--- config.mk ---
export PLATFORM = sky130hd
export DESIGN_NAME = dispatch4to16
export DESIGN_NICKNAME = d
export VERILOG_FILES = /design/src/rtl/dispatch_pkg.sv /design/src/rtl/dispatch4to16_decode.sv /design/src/rtl/dispatch4to16.sv
export SDC_FILE = /design/constraint.sdc
export NUM_CORES = 1
export LEC_CHECK = 0
export CAP_MARGIN = 20
export CORE_AREA = 2 2 80 63
export DETAILED_ROUTE_END_ITERATION = 8
export DIE_AREA = 0 0 82 65
export HOLD_SLACK_MARGIN = 0.12
export SYNTH_ARGS = -nofsm -noshare
export SYNTH_HDL_FRONTEND = slang
export SYNTH_SLANG_ARGS = --single-unit
--- constraint.sdc ---
create_clock -name clk -period 4.2 [get_ports clk]
set_input_delay 0.84 -clock clk [delete_from_list [all_inputs] [get_ports clk]]
set_output_delay 0.84 -clock clk [all_outputs]
set_load 0.005 [all_outputs]
--- src/rtl/dispatch_pkg.sv ---
// Shared definitions for the 4-to-16 request dispatcher: state encoding,
// line count and index width.
package dispatch_pkg;

    localparam int NLINES = 16;
    localparam int IDXW   = 4;

    typedef enum logic [1:0] {
        IDLE    = 2'd0,
        REQ     = 2'd1,
        RELEASE = 2'd2
    } state_t;

    // Width of the acknowledge-wait counter; never narrower than one bit.
    function automatic int cnt_width(input int limit);
        int w;
        w = $clog2(limit + 1);
        return (w < 1) ? 1 : w;
    endfunction

endpackage

--- src/rtl/dispatch4to16_decode.sv ---
// Purely combinational index to one-hot decoder used to build the
// request-line pattern before it is registered.
module decode4to16
    import dispatch_pkg::*;
(
    input  logic [IDXW-1:0]   idx,
    output logic [NLINES-1:0] onehot
);

    localparam logic [NLINES-1:0] ONE = NLINES'(1);

    assign onehot = ONE << idx;

endmodule

--- src/rtl/dispatch4to16.sv ---
// Issue-side request dispatcher: takes a line index over valid/ready, drives
// the matching request line and runs a four-phase req/ack with a timeout.
module dispatch4to16
    import dispatch_pkg::*;
#(
    parameter int TIMEOUT = 15
) (
    input  logic              clk,
    input  logic              reset,
    input  logic              enable,
    input  logic              in_valid,
    input  logic [IDXW-1:0]   in,
    output logic              in_ready,
    output logic [NLINES-1:0] out,
    input  logic [NLINES-1:0] ack,
    output logic              busy,
    output logic              done,
    output logic              timeout
);

    localparam int CW = cnt_width(TIMEOUT);
    localparam logic [CW-1:0] LAST    = CW'((TIMEOUT > 0) ? (TIMEOUT - 1) : 0);
    localparam logic [CW-1:0] CNT_MAX = {CW{1'b1}};
    localparam bit            TO_ON   = (TIMEOUT != 0);

    state_t              state, state_n;
    logic [IDXW-1:0]     idx, idx_n;
    logic [CW-1:0]       cnt, cnt_n;
    logic [NLINES-1:0]   out_n;
    logic                busy_n, done_n, timeout_n;
    logic [IDXW-1:0]     dec_sel;
    logic [NLINES-1:0]   dec_onehot;
    logic                sel_ack;

    // While idle the decoder looks at the offered index so the one-hot value
    // is ready to register on the handshake edge; otherwise it holds idx.
    assign dec_sel  = (state == IDLE) ? in : idx;
    assign sel_ack  = ack[idx];
    assign in_ready = enable && (state == IDLE);

    decode4to16 u_decode (
        .idx    (dec_sel),
        .onehot (dec_onehot)
    );

    always_comb begin
        state_n   = state;
        idx_n     = idx;
        cnt_n     = cnt;
        out_n     = '0;
        done_n    = 1'b0;
        timeout_n = 1'b0;

        if (!enable) begin
            state_n = IDLE;
        end else begin
            unique case (state)
                IDLE: begin
                    if (in_valid) begin
                        idx_n   = in;
                        cnt_n   = '0;
                        state_n = REQ;
                        out_n   = dec_onehot;
                    end
                end
                // An ack on the last allowed cycle still counts as success.
                REQ: begin
                    if (sel_ack) begin
                        state_n = RELEASE;
                        done_n  = 1'b1;
                    end else if (TO_ON && (cnt == LAST)) begin
                        state_n   = IDLE;
                        timeout_n = 1'b1;
                    end else begin
                        if (cnt != CNT_MAX) begin
                            cnt_n = cnt + 1'b1;
                        end
                        out_n = dec_onehot;
                    end
                end
                RELEASE: begin
                    if (!sel_ack) begin
                        state_n = IDLE;
                    end
                end
                default: begin
                    state_n = IDLE;
                end
            endcase
        end

        busy_n = (state_n != IDLE);
    end

    always_ff @(posedge clk or posedge reset) begin
        if (reset) begin
            state   <= IDLE;
            idx     <= '0;
            cnt     <= '0;
            out     <= '0;
            busy    <= 1'b0;
            done    <= 1'b0;
            timeout <= 1'b0;
        end else begin
            state   <= state_n;
            idx     <= idx_n;
            cnt     <= cnt_n;
            out     <= out_n;
            busy    <= busy_n;
            done    <= done_n;
            timeout <= timeout_n;
        end
    end

endmodule
Word level (Yosys, flattened, before mapping)
Cells that the tools add are included.
{ "totals": {"register_bits": 29, "latchBits": 0, "ramBits": 0, "rom_bits": 0, "inputBits": 24, "output_inout_bits": 20, "elab_cells": 50, "memories": 0} }
{ "classes": {"n_addsub": 1, "multipliers": 0, "div_mod_pow": 0, "order_cmp": 1, "n_eq_ne": 8, "n_shift": 1, "muxes": 26, "bitwise": 0, "reduce_logical": 6} }
{ "op_table": {"columns": ["op", "count"], "rows": [
  ["16-bit 2-to-1 mux", 4],
  ["16-bit one-hot mux with 2 select lines", 1],
  ["4-bit 2-to-1 mux", 5],
  ["1-bit by 4-bit << shifter with 16-bit output (first input constant)", 1],
  ["2-bit 2-to-1 mux", 5],
  ["1-bit 2-to-1 mux", 8],
  ["2-bit inequality test (second input constant)", 4],
  ["4-bit one-hot mux with 2 select lines", 1],
  ["2-bit one-hot mux with 3 select lines", 1],
  ["6-bit AND reduction", 1],
  ["4-bit by 5-bit < comparator with 1-bit output (second input constant)", 1],
  ["4-bit by 1-bit adder with 4-bit output (second input constant)", 1],
  ["1-bit binary-select mux with 4-bit select", 1],
  ["4-bit equality test (second input constant)", 1],
  ["4-bit inequality test (second input constant)", 1],
  ["2-bit nonzero test", 2],
  ["3-bit AND reduction", 1],
  ["2-bit by 1-bit equality test with 1-bit output (second input constant)", 1],
  ["2-bit equality test (second input constant)", 1],
  ["2-bit zero test", 1],
  ["1-bit logical AND", 1]
]} }

Logic depth before layout (Yosys ltp)
{ "logic_depth": {"word_depth": 7, "depth_mapped": 8, "ltp_nobuf": 6} }

Modules after synthesis
A second synthesis with hierarchy kept.
{ "unflattened": {"cells_unflattened": 145, "hier_area_um2": 1632.8} }
{ "modules_own_cells": {"columns": ["module", "n_inst", "cells_each", "area_per_inst_um2"], "rows": [
  ["dispatch4to16", 1, 125, 1406.3],
  ["decode4to16", 1, 20, 226.5]
]} }

Worst setup path after synthesis
No wires, ideal clock.
{ "synth_timing": {"kind": "in2reg", "startpoint": "in ack[13]", "endpoint": "reg out[10]", "setup_ps": 133, "arrival_ps": 1920, "required_ps": 4067, "path_slack_ps": 2147, "path_stages": 6, "n_path_buf": 1, "path_cell_list": "mux2i_1 a22oi_2 a2111oi_4 a311oi_4 buf_6 nor3_1"} }
{ "synth_between": {"elab_chain_cells": 5} }
{ "synth_rtl": {"columns": ["item", "line", "rtl"], "rows": [
  ["from (decl)", "dispatch4to16.sv:15", "input logic [NLINES-1:0] ack,"],
  ["1-bit binary-select mux with 4-bit select", "dispatch4to16.sv:38", "assign sel_ack = ack[idx];"],
  ["1-bit 2-to-1 mux (implied by the code)", "dispatch4to16.sv:38", null],
  ["16-bit 2-to-1 mux", "dispatch4to16.sv:68", "if (sel_ack) begin"],
  ["16-bit one-hot mux with 2 select lines", "dispatch4to16.sv:57", "unique case (state)"],
  ["16-bit 2-to-1 mux", "dispatch4to16.sv:54", "if (!enable) begin"],
  ["via out_n[10]", "dispatch4to16.sv:29", "logic [NLINES-1:0] out_n;"],
  ["to (signal assigned)", "dispatch4to16.sv:108", "out <= out_n;"],
  ["to (decl)", "dispatch4to16.sv:14", "output logic [NLINES-1:0] out,"]
]} }
The timed path passes the listed nets, and every way through them passes these cells. The select of a mux whose other input is x is not followed.
A chain may end at the register's enable or synchronous reset.

Final worst setup path
{ "layout_timing": {"startpoint": "in enable", "endpoint": "out in_ready"} }
{ "layout_between": {"elab_chain_cells": 1} }
{ "layout_rtl": {"columns": ["item", "line", "rtl"], "rows": [
  ["from (decl)", "dispatch4to16.sv:10", "input logic enable,"],
  ["1-bit logical AND", "dispatch4to16.sv:39", "assign in_ready = enable && (state == IDLE);"],
  ["to (decl)", "dispatch4to16.sv:13", "output logic in_ready,"]
]} }
Every way passes these cells.

==> results.ini <==
[status]
status=completed

[placement]
dpl.hpwl_mm=2.76
io_buffers=43
place_area_um2=1970
place_congestion=0.816

[global_route]
grt_usage_pct=15.9
grt_max_degree=30
antenna_found_initial=0
grt_pass1_vias=1329
grt_overflow=0
grt_pass1_wl_mm=6.38

[clocking]
root_buffer=clkbuf_8
holdBufCountCts=0
h-tree-depth=2
cts_buffers=5
clock_sinks=29
cts_tree=built
post_cts_buffers=0
cts.clk_slew.worst_paths_ns=0.06
ctsResizeCount=0
clockBufferDepth=2
clk_latency_ns=0.28

[detailed_routing]
viasPerCell=5.21
dr.pass1.iters=5
num_vias=1307
routed_wl_mm=3.73
drc=0
avgRoutedWirePerCell_um=14.9
drtAntennaViolNets=0
drt_first_iter_violations=92

[logic_synthesis]
synth_edf_count=0
ys.flop_type=dfrtp_1
async_reset_ff_share_pct=100
synth.distinct_cells=36
ys_seq_elements=29
syn_inst=147
synthesis.area_um2=1520
yosysSeqAreaShare_pct=47.8
avgSynthCellArea_um2=10.3
synthesis.nets=173
yosys_warnings=0

[power]
seqPwrFrac_pct=36.9
irDropWorstVdd_mv=0.270
pwr-share-comb_pct=36.3
p_switching_mw=0.427
swShare_pct=38.4
p_int_mw=0.686
leakagePower_nw=0.872
power.density_nw_per_um2=526
pwr-share-clk_pct=26.8

[critical_path]
cp-end-kind=output port
arrival_ns=2.11
crit_type=primary input to output port
cp_num_buf_inv=2
r2r_slack_ns=1.86
cpLargestDelayFamily=buffers and inverters
max_stage_delay_ns=0.61
cp_max_fo=8
cpMaxStageDelayCell=clkdlybuf4s50_1
critPathRequiredTime_ns=3.36
path_cells=clkdlybuf4s50_1 -> and2_1 -> clkdlybuf4s50_1
critPathLaunchType=primary input
crit_path_frequent_cell=clkdlybuf4s50_1

[sta]
fin_crit_sh_pct=70.2
period_minus_slack_ns=2.95
setup_violations=0
maxSlewHeadroom_pct=48.2
fin_setup_tns_ns=0
max_clock_freq_mhz=339
worstMarginPinSlew_ns=0.776
hold_viol=0
rsz0062_at_grt=no
skew_ns=0.00611
maxSlewViolCount=0

[cells_and_area]
syn_to_final_growth_pct=39.3
diodes=0
final_common_cell=clkdlybuf4s50_1
fillers=424
layout.nets=216
mostFrequentLayoutCells=clkdlybuf4s50_1, dfrtp_1, nor3_1
drive_gt1_share_pct=9.42
final_area_um2=2120

[floorplanning]
initial_core_util_pct=32.8
die-area_um2=5330
io_pins=44
fp.coreArea_um2=4620
die_h_um=65
core.rowCount=22
die_x_um=82

[flow_run]
maxCapViolCount=0

[hold_path]
min_path_type=flop to flop

## power groups by stage
stage	sequential [mW]	combinational, mW	clock [mW]
after floorplan	0.371	0.327	0
after global placement	0.406	0.379	0
after detailed placement	0.412	0.397	0
after CTS	0.408	0.400	0.307
after global routing	0.420	0.448	0.323
final	0.410	0.404	0.298
## final timing paths
| path | to | cells past startpoint | start |
|---|---|---|---|
| worst max-delay path | in_ready | 3 | enable |
| min in group asynchronous | idx[1] | 2 | reset |
| worst max register to register | out[3] | 5 | idx[2] |
| worst min-delay path | cnt[0] | 1 | cnt[0] |
| worst min register to register | cnt[0] | 1 | cnt[0] |
| max in group asynchronous | out[8] | 3 | reset |
## through the flow
stage,total power [mW],setup WS (ns),util (%),hold WS [ns],cells
global placement,0.785,1.29,42.6,0.522,242
floorplan,0.698,2.15,-,0.498,147
finish,1.11,1.25,45.8,0.561,251
CTS,1.12,1.25,45.2,0.559,250
detailed placement,0.809,1.25,42.6,0.545,242
global route,1.19,1.21,45.8,0.602,251
## cells in the mapped netlist (all sizes together) (3+ instances only)
master,count,area (um^2)
a21oi,3,15.0
a22oi,4,40.0
a31oi,8,50.1
and3,6,37.5
buf,3,33.8
clkbuf,5,22.5
dfrtp,29,726
inv,8,30.0
mux2i,8,80.1
nand2,11,41.3
nand3,3,15.0
nand4,3,18.8
nor2,4,15.0
nor2b,3,26.3
nor3,19,95.1
nor3b,4,30.0
o21ai,4,20.0
## worst reg2reg max path: cells and delay by family, from the launching register on
kind	cells	cell delay, ns
AND/OR/NAND/NOR	1	0.17
AO/OA/AOI/OAI	3	1.16
flip-flops	1	0.67
multiplexers	1	0.19
## flip-flops by register name, summed over array words and instances, names as in the netlist
signal / cells
cnt: 4
busy: 1
state: 2
timeout: 1
idx: 4
out: 16
done: 1
## cells by family (layout without fill, tap and decap cells)
kind of cell,count (synthesis),after routing,synth area share (%)
AOI/OAI and AO/OA,31,31,17.5
adders and majority gates,2,2,1.65
DFF,29,29,47.8
and+or+nand+nor,60,60,21.5
muxes,8,8,5.27
buffers and inverters,16,60,5.68
xor gates and xnor gates,1,1,0.577
## area by class of cell
class / count / area [um^2] / share of cell area (%)
Sequential cell: 29 / 726 / 34.3
Tap cell: 60 / 75.1 / 3.55
Clock inverter: 2 / 37.5 / 1.77
Multi-Input combinational cell: 102 / 707 / 33.4
Timing Repair Buffer: 44 / 458 / 21.6
Inverter: 8 / 30.0 / 1.42
Clock buffer: 6 / 82.6 / 3.90
## layer usage
metal / part of all wire, % / global-route usage, %
met1: 46 / 20.7
met2: 48 / 25.1
met3: 4.6 / 4.04
met4: 0.97 / 6.04
met5: 0 / 0
No activity file was read; power rests on OpenSTA's default activity.
